**config.mk**
```make
export PLATFORM = sky130hd
export DESIGN_NAME = clint_timer_flat
export DESIGN_NICKNAME = d
export VERILOG_FILES = /design/src/rtl/clint_if.sv /design/src/rtl/clint_timer.sv /design/src/flat_wrapper.sv
export SDC_FILE = /design/constraint.sdc
export NUM_CORES = 1
export LEC_CHECK = 0
export CAP_MARGIN = 20
export CORE_AREA = 2 2 175 177
export CTS_CLUSTER_SIZE = 8
export DETAILED_ROUTE_END_ITERATION = 12
export DIE_AREA = 0 0 177 179
export PLACE_DENSITY = 0.76
export SLEW_MARGIN = 40
export SYNTH_ARGS = -nofsm -noshare
export SYNTH_HDL_FRONTEND = slang
export SYNTH_SLANG_ARGS = --single-unit
```
**constraint.sdc**
```tcl
create_clock -name clk -period 8.7 [get_ports clk]
set_input_delay 1.305 -clock clk [delete_from_list [all_inputs] [get_ports clk]]
set_output_delay 1.305 -clock clk [all_outputs]
set_load 0.1 [all_outputs]
```
**src/rtl/clint_if.sv**
```systemverilog
// Request/response bus between the core's uncached data path and the CLINT.
// Latency: none (bundle of wires only).
// Backpressure: requester holds req_* until req_ready; responder holds resp_* until resp_ready.
// Ports: master = requester side (drives req_*, resp_ready); slave = CLINT side.
interface clint_if;
  logic        req_valid;
  logic        req_ready;
  logic        req_we;
  logic [63:0] req_addr;
  logic [63:0] req_wdata;
  logic [7:0]  req_wstrb;
  logic        resp_valid;
  logic        resp_ready;
  logic [63:0] resp_rdata;
  logic        resp_err;

  modport master (
    output req_valid, req_we, req_addr, req_wdata, req_wstrb, resp_ready,
    input  req_ready, resp_valid, resp_rdata, resp_err
  );

  modport slave (
    input  req_valid, req_we, req_addr, req_wdata, req_wstrb, resp_ready,
    output req_ready, resp_valid, resp_rdata, resp_err
  );
endinterface

```
**src/rtl/clint_timer.sv**
```systemverilog
// Core-local interruptor: mtime / mtimecmp / msip registers, timer and software interrupts.
// Latency: response one cycle after accept; clint_mtip lags register changes by one cycle.
// Backpressure: one outstanding request; req_ready low while a response waits for resp_ready.
// Ports: clk, rst (sync, active-high); bus (clint_if.slave); clint_mtip, clint_msip, mtime_o.
module clint_timer #(
  parameter logic [63:0] BASE_ADDR = 64'h0000_0000_0200_0000,
  parameter int unsigned TICK_DIV  = 1
) (
  input  logic        clk,
  input  logic        rst,
  clint_if.slave      bus,
  output logic        clint_mtip,
  output logic        clint_msip,
  output logic [63:0] mtime_o
);

  localparam int unsigned   PW        = (TICK_DIV > 1) ? $clog2(TICK_DIV) : 1;
  localparam logic [PW-1:0] PRESC_MAX = PW'(TICK_DIV - 1);

  localparam logic [63:0] OFS_MSIP     = 64'h0000;
  localparam logic [63:0] OFS_MTIMECMP = 64'h4000;
  localparam logic [63:0] OFS_MTIME    = 64'hBFF8;

  typedef enum logic {IDLE, RESP} state_e;

  state_e        state_q, state_d;
  logic [PW-1:0] presc_q, presc_d;
  logic [63:0]   mtime_q, mtime_d;
  logic [63:0]   mtimecmp_q, mtimecmp_d;
  logic          msip_q, msip_d;
  logic          mtip_q, mtip_d;
  logic [63:0]   rdata_q, rdata_d;
  logic          err_q, err_d;

  logic          tick;
  logic          accept;
  logic          wr_ok;
  logic [63:0]   offset;
  logic          sel_msip, sel_cmp, sel_mtime;
  logic          addr_err;
  logic [63:0]   wmask;
  logic [63:0]   mtime_inc;
  logic [63:0]   rd_mux;

  // Address decode. Addresses below BASE_ADDR wrap to a huge offset and decode as errors.
  always_comb begin
    offset    = bus.req_addr - BASE_ADDR;
    sel_msip  = (offset == OFS_MSIP);
    sel_cmp   = (offset == OFS_MTIMECMP);
    sel_mtime = (offset == OFS_MTIME);
    addr_err  = (bus.req_addr[2:0] != 3'b000) || !(sel_msip || sel_cmp || sel_mtime);
    for (int i = 0; i < 8; i++) begin
      wmask[i*8 +: 8] = {8{bus.req_wstrb[i]}};
    end
  end

  always_comb begin
    rd_mux = 64'h0;
    if (sel_msip)  rd_mux = {63'h0, msip_q};
    if (sel_cmp)   rd_mux = mtimecmp_q;
    if (sel_mtime) rd_mux = mtime_q;
  end

  assign tick      = (presc_q == PRESC_MAX);
  assign mtime_inc = tick ? (mtime_q + 64'h1) : mtime_q;
  assign accept    = (state_q == IDLE) && bus.req_valid;
  assign wr_ok     = accept && bus.req_we && !addr_err;

  // Next-state: prescaler, timer registers, FSM and latched response.
  always_comb begin
    presc_d    = tick ? '0 : presc_q + PW'(1);
    // A write to mtime overrides only the enabled bytes of the incremented value.
    mtime_d    = mtime_inc;
    mtimecmp_d = mtimecmp_q;
    msip_d     = msip_q;
    mtip_d     = (mtime_q >= mtimecmp_q);
    state_d    = state_q;
    rdata_d    = rdata_q;
    err_d      = err_q;

    if (wr_ok && sel_mtime) begin
      mtime_d = (mtime_inc & ~wmask) | (bus.req_wdata & wmask);
    end
    if (wr_ok && sel_cmp) begin
      mtimecmp_d = (mtimecmp_q & ~wmask) | (bus.req_wdata & wmask);
    end
    if (wr_ok && sel_msip && bus.req_wstrb[0]) begin
      msip_d = bus.req_wdata[0];
    end

    case (state_q)
      IDLE: begin
        if (bus.req_valid) begin
          state_d = RESP;
          err_d   = addr_err;
          // Reads return the value before any update committed at this same edge.
          rdata_d = (!addr_err && !bus.req_we) ? rd_mux : 64'h0;
        end
      end
      RESP: begin
        if (bus.resp_ready) begin
          state_d = IDLE;
          rdata_d = 64'h0;
          err_d   = 1'b0;
        end
      end
      default: state_d = IDLE;
    endcase
  end

  always_ff @(posedge clk) begin
    if (rst) begin
      state_q    <= IDLE;
      presc_q    <= '0;
      mtime_q    <= 64'h0;
      mtimecmp_q <= 64'hFFFF_FFFF_FFFF_FFFF;
      msip_q     <= 1'b0;
      mtip_q     <= 1'b0;
      rdata_q    <= 64'h0;
      err_q      <= 1'b0;
    end else begin
      state_q    <= state_d;
      presc_q    <= presc_d;
      mtime_q    <= mtime_d;
      mtimecmp_q <= mtimecmp_d;
      msip_q     <= msip_d;
      mtip_q     <= mtip_d;
      rdata_q    <= rdata_d;
      err_q      <= err_d;
    end
  end

  assign bus.req_ready  = (state_q == IDLE);
  assign bus.resp_valid = (state_q == RESP);
  assign bus.resp_rdata = rdata_q;
  assign bus.resp_err   = err_q;
  assign clint_mtip     = mtip_q;
  assign clint_msip     = msip_q;
  assign mtime_o        = mtime_q;

endmodule

```
**src/flat_wrapper.sv**
```systemverilog
// flat-port wrapper written by rule: the top's interface ports become plain ports
module clint_timer_flat 
#(
  parameter logic [63:0] BASE_ADDR = 64'h0000_0000_0200_0000,
  parameter int unsigned TICK_DIV  = 1
)
  (clk, rst, clint_mtip, clint_msip, mtime_o, bus_req_valid, bus_req_we, bus_req_addr, bus_req_wdata, bus_req_wstrb, bus_resp_ready, bus_req_ready, bus_resp_valid, bus_resp_rdata, bus_resp_err);
  clint_if bus_i ();
  input  logic clk;
  input  logic rst;
  output logic clint_mtip;
  output logic clint_msip;
  output logic [63:0] mtime_o;
  input wire logic [$bits(bus_i.req_valid)-1:0] bus_req_valid;
  input wire logic [$bits(bus_i.req_we)-1:0] bus_req_we;
  input wire logic [$bits(bus_i.req_addr)-1:0] bus_req_addr;
  input wire logic [$bits(bus_i.req_wdata)-1:0] bus_req_wdata;
  input wire logic [$bits(bus_i.req_wstrb)-1:0] bus_req_wstrb;
  input wire logic [$bits(bus_i.resp_ready)-1:0] bus_resp_ready;
  output wire logic [$bits(bus_i.req_ready)-1:0] bus_req_ready;
  output wire logic [$bits(bus_i.resp_valid)-1:0] bus_resp_valid;
  output wire logic [$bits(bus_i.resp_rdata)-1:0] bus_resp_rdata;
  output wire logic [$bits(bus_i.resp_err)-1:0] bus_resp_err;
  assign bus_i.req_valid = bus_req_valid;
  assign bus_i.req_we = bus_req_we;
  assign bus_i.req_addr = bus_req_addr;
  assign bus_i.req_wdata = bus_req_wdata;
  assign bus_i.req_wstrb = bus_req_wstrb;
  assign bus_i.resp_ready = bus_resp_ready;
  assign bus_req_ready = bus_i.req_ready;
  assign bus_resp_valid = bus_i.resp_valid;
  assign bus_resp_rdata = bus_i.resp_rdata;
  assign bus_resp_err = bus_i.resp_err;
  clint_timer #(.BASE_ADDR(BASE_ADDR), .TICK_DIV(TICK_DIV)) u_core (.clk(clk), .rst(rst), .bus(bus_i), .clint_mtip(clint_mtip), .clint_msip(clint_msip), .mtime_o(mtime_o));
endmodule
```
======== Word-level counts from Yosys, hierarchy flattened ========
Index checks and enable logic that the tools add are counted.
word-level totals
  flip-flop bits (word level) ............. 197
  memories kept ........................... 0
  memory bits (writable) .................. 0
  bits of input ports ..................... 141
  bits in read-only memories .............. 0
  bits in latches ......................... 0
cells by class
  multiply operators ...................... 0
  add/sub/neg operators ................... 3
  bitwise gates (word level) .............. 8
  muxes and demuxes ....................... 15
  shift operators ......................... 0
  reductions and logical operators ........ 18
  eq/ne operators ......................... 4
  div/mod/pow operators ................... 0
  magnitude comparators ................... 1
operators by type and width
  cell                                                    count
  two-way mux 64 bit                                      7
  AND 64 bit                                              3
  OR 64 bit                                               2
  case mux 64 bit (2 select lines)                        1
  adder 64 x 1 -> 64 bit (second input constant)          1
  equality test 64 x 15 -> 1 bit (second input constant)  1
  equality test 64 x 16 -> 1 bit (second input constant)  1
  greater-or-equal comparator 64 bit                      1
  zero test 64 bit                                        1
  inverter 64 bit                                         1
  subtractor 64 x 26 -> 64 bit (second input constant)    1
  logical AND 1 bit                                       8
  two-way mux 1 bit                                       5
  inequality test 2 bit (second input constant)           2
  case mux 1 bit (2 select lines)                         2
  zero test 1 bit                                         3
  logical OR 1 bit                                        3
  nonzero test 3 bit                                      1
  inverter 1 bit                                          2
  AND reduction 2 bit                                     1
  OR reduction 2 bit                                      1
  adder 1 bit (second input constant)                     1

======== Depth between registers and ports, before layout ========
  depth after elaboration ................. 11
  mapped depth ............................ 13
  gate-level depth less buffers ........... 10

======== Worst setup path after synthesis ========
Ideal clock, no wire load.
  path kind ............................... input to register
  start point ............................. in bus_req_addr[46]
  end point ............................... reg u_core.mtime_q[16], in the netlist u_core.mtime_o[16]
  path slack .............................. 4.364 ns
  stages on the path ...................... 10
  library setup time ...................... 0.121 ns
  data arrival time ....................... 4.215 ns
  path buffers ............................ 2
  path through ............................ or4_4 or4_4 or4b_4 nor3_1 xor2_1 nor4_2 buf_4 buf_12 nand3_4 mux2_2
on the way
  word-level cells in the longest chain between the ends .. 10
ends and longest elaborated chain
  item                                                                       RTL line                              source
  start, declared                                                            flat_wrapper.sv:16                    input wire logic [$bits(bus_i.req_addr)-1:0] bus_req_addr;
  subtractor 64 x 26 -> 64 bit *                                             clint_timer.sv:47                     offset = bus.req_addr - BASE_ADDR;
  equality test 64 x 15 -> 1 bit / zero test 64 bit (equally long branches)  clint_timer.sv:49, clint_timer.sv:48
  logical OR 1 bit (2 in a row)                                              clint_timer.sv:51                     addr_err = (bus.req_addr[2:0] != 3'b000) || !(sel_msip || sel_cmp || sel_mtime);
  zero test 1 bit                                                            clint_timer.sv:51
  logical OR 1 bit                                                           clint_timer.sv:51
  zero test 1 bit                                                            clint_timer.sv:67                     assign wr_ok = accept && bus.req_we && !addr_err;
  logical AND 1 bit                                                          clint_timer.sv:67
  logical AND 1 bit *                                                        clint_timer.sv:81                     if (wr_ok && sel_mtime) begin
  two-way mux 64 bit *                                                       clint_timer.sv:81
  end signal, assigned                                                       clint_timer.sv:124                    mtime_q <= mtime_d;
  end, declared                                                              clint_timer.sv:28                     logic [63:0] mtime_q, mtime_d;
Every way passes the cells marked *; elsewhere a longest branch is shown, timed or not.
A chain may end at the register's enable or synchronous reset.

======== Final worst setup path ========
  start point ............................. in bus_req_addr[46]
  end point ............................... reg u_core.mtime_q[0], in the netlist u_core.mtime_o[0]
Same word-level chain as after synthesis.

==> metrics.txt <==
status=completed; Area Overhead vs Synth=24.0%; Main synth FF type=dfxtp_1; final-report max-slew violation count=0; Synth Warn #=0; crit path launch=bus_req_addr[46]; initial antenna violation count=0; Synth area leaders=dfxtp_1, ha_1, nor2_1; Cell variety after synth=between 60 and 70; Post-CTS Setup Repair Bufs=0; clock tree from TritonCTS=done; Critical R2R Launch=u_core.mtime_o[2]; CTS Buffer Depth=2; 1st-iter DRT viols=989; FF-to-FF End=u_core.mtime_o[63]; PnR worst setup slack=2.96 ns; # nets final=approximately 2.0k; CTS-repair resized insts=0; Worst Setup EP=u_core.mtime_o[0]; largest fanout on the critical path=64; crit start category=input port; Port Buffer Count=roughly 270; worst hold-check slack=about 0.47 ns; period utilization=around two thirds; Syn Nets=between 1.5k and 2k; gr ovfl total=0; Routed WL=39,500 um; Hold Path Origin=u_core.bus.resp_rdata[0]; GRT Total Usage=between 20% and 30%; instance count of the mapped netlist=between 1.5k and 2k; Setup Skew=around 0.014 ns; Power Density=between 100 and 150 nW/um2; VDD IR-drop max=~140 uV; share of the synthesized area in the top cell type=a little under a third; Seq/Total Area, Yosys=31.8%; total power=slightly below 2 mW; Ant. Diodes=0; Max transition margin=a little over two fifths; DRT antenna net count=0; Routed WL per cell=18.2 um; CTS H-tree depth=4; Mean Syn Cell Area=around 8 um2; CTS root buf=clkbuf_16; max_cap viols=0; Async S/R FF share, synth=0%; cts bufs inserted=17; height of the die=179 um; r2r setup slk=5.38 ns; TritonCTS Sinks=about 200; Mapped Area=12,400 um2; drt first pass iters=5; DP Worst Slack=between 2 and 2.5 ns; top cell type by total area after synthesis=dfxtp_1; kind of critical path=in2reg; layout cells sized above 1=between 10% and 20%; post-layout min period=about 5.7 ns; Initial Util=around two fifths; Slew @ Worst Pin=between 0.8 and 0.9 ns; Core Area=30,000 um2; hold buffer count at CTS=0; non-filler cells, final=between 2k and 2.5k; CP Capture Type=register; Placement Cell Area=around 15,000 um2; placed cell count=about 2.1k; Std-Cell Rows=64; #FFs+latches synth=approximately 200; P_leak=about 7.2 nW; HPWL after DPL=between 20,000 and 30,000 um; Final setup viols=0; hold depth=2; largest net degree at the start of global routing=94; clk slew on worst S/H paths=0.07 ns; worst reg-to-reg path cell count=8; die footprint=between 30,000 and 40,000 um2; fmax=between 0.15 and 0.2 GHz; Clock Latency Late Sink=roughly 0.44 ns; fin util=approximately 51%; vias in the first global route=roughly 11k; GP Congestion=~0.88; RSZ-0062 raised after global routing=no; post-route setup TNS=0 ns; Final Cell Area=about 15,000 um2; number of synthesized flops with an enable pin=0; total number of vias=around 12k; routed vias/inst=about 5.7; drc violations=0; Fin. Hold Viols=0; WP data required=just over 9 ns; Die Span X=177 um; Hold Crit Class=reg2reg; first-pass GRT wire length=roughly 61,000 um; I/O pins=around 270; worst endpoint data arrival time=6.10 ns
-- kinds of logic (layout without fill, tap and decap cells) --
group / count (synthesis) / in the layout / share of synthesized area [%]
AO/OA/AOI/OAI: 245 / 245 / 12.8
adder cells (fa/ha/maj): 66 / 66 / 6.66
AND/OR/NAND/NOR: 693 / 693 / 28.8
XOR/XNOR: 64 / 64 / 4.52
multiplexers: 115 / 115 / 9.72
flip-flops: 197 / 197 / 31.8
other: 1 / 1 / 0.0302
buffers and inverters: 174 / 395 / 5.64
-- final cells by class --
class	instances	area (um2)
multi-input cells	1184	7830
clock inverters	13	173
fillers	2850	14600
repair buffers	287	2220
clock buffers	19	433
inverters	76	285
well taps	396	495
flip-flops and latches	197	3940
-- worst min-delay path by stage --
stage | to
finish | u_core.bus.resp_rdata[0]
global route | u_core.bus.resp_rdata[24]
CTS | u_core.bus.resp_rdata[24]
detailed placement | u_core.bus.resp_rdata[0]
global placement | u_core.bus.resp_rdata[29]
floorplan | u_core.bus.resp_rdata[7]
-- worst max-delay path: stages --
cell,delay (ns)
clkdlybuf4s50_1,0.50
or4_4,0.59
or4_4,0.55
or4b_4,0.54
nor3_1,0.21
xor2_1,0.14
nor4_4,0.39
buf_6,0.52
buf_4,0.53
and3_1,0.45
mux2i_1,0.23
-- cell usage after synthesis, types with 5 or more instances --
library cell	n
ha_1	66
nand3_1	89
nor2b_1	61
or3_1	10
dfxtp_1	197
nor2_1	195
nand4_1	39
nand2_1	120
and2_1	6
inv_1	75
nand4_4	9
nor4_1	11
nor3_1	84
a311oi_1	10
xor2_1	44
o31ai_1	9
buf_2	12
xnor2_1	20
a21o_1	8
and3_1	30
mux2i_1	71
mux2_2	44
and4_1	9
o21ai_0	87
a211oi_1	5
a22oi_1	63
clkbuf_1	78
a21oi_1	26
a31o_2	8
-- cell usage in the layout, fill, tap and decap left out, types with 7 or more instances in the layout --
cell,n
nor3_1,84
inv_1,75
or3_1,10
o21ai_0,87
ha_1,66
xor2_1,44
and3_1,30
a311oi_1,10
nor4_1,9
buf_4,9
nor2_1,193
a21o_1,8
buf_2,133
nand4_4,9
nand3_1,89
a31o_2,8
clkbuf_16,17
o31ai_1,9
a21oi_1,26
mux2_2,44
and4_1,9
clkdlybuf4s50_1,139
nor2b_1,61
a22oi_1,63
mux2i_1,71
and2_1,7
nand2_1,120
xnor2_1,20
nand4_1,39
dfxtp_1,197
-- routing by layer --
layer | up-vias | share of wire [%] | global-route usage (%)
met5 | - | 0 | 0
met4 | 0 | 3.0 | 9.13
li1 | 5934 | - | -
met2 | 476 | 49 | 41.7
met1 | 5852 | 42 | 31.4
met3 | 74 | 6.6 | 3.18
-- report_power, final --
group / total [mW] / switching (mW) / leakage [nW] / internal, mW
Clock: 0.836 / 0.377 / 0.292 / 0.460
Sequential: 0.906 / 0.00313 / 1.59 / 0.903
Combinational: 0.186 / 0.103 / 5.29 / 0.0833
Total: 1.93 / 0.483 / 7.17 / 1.45
No activity file was read; power rests on OpenSTA's default activity.
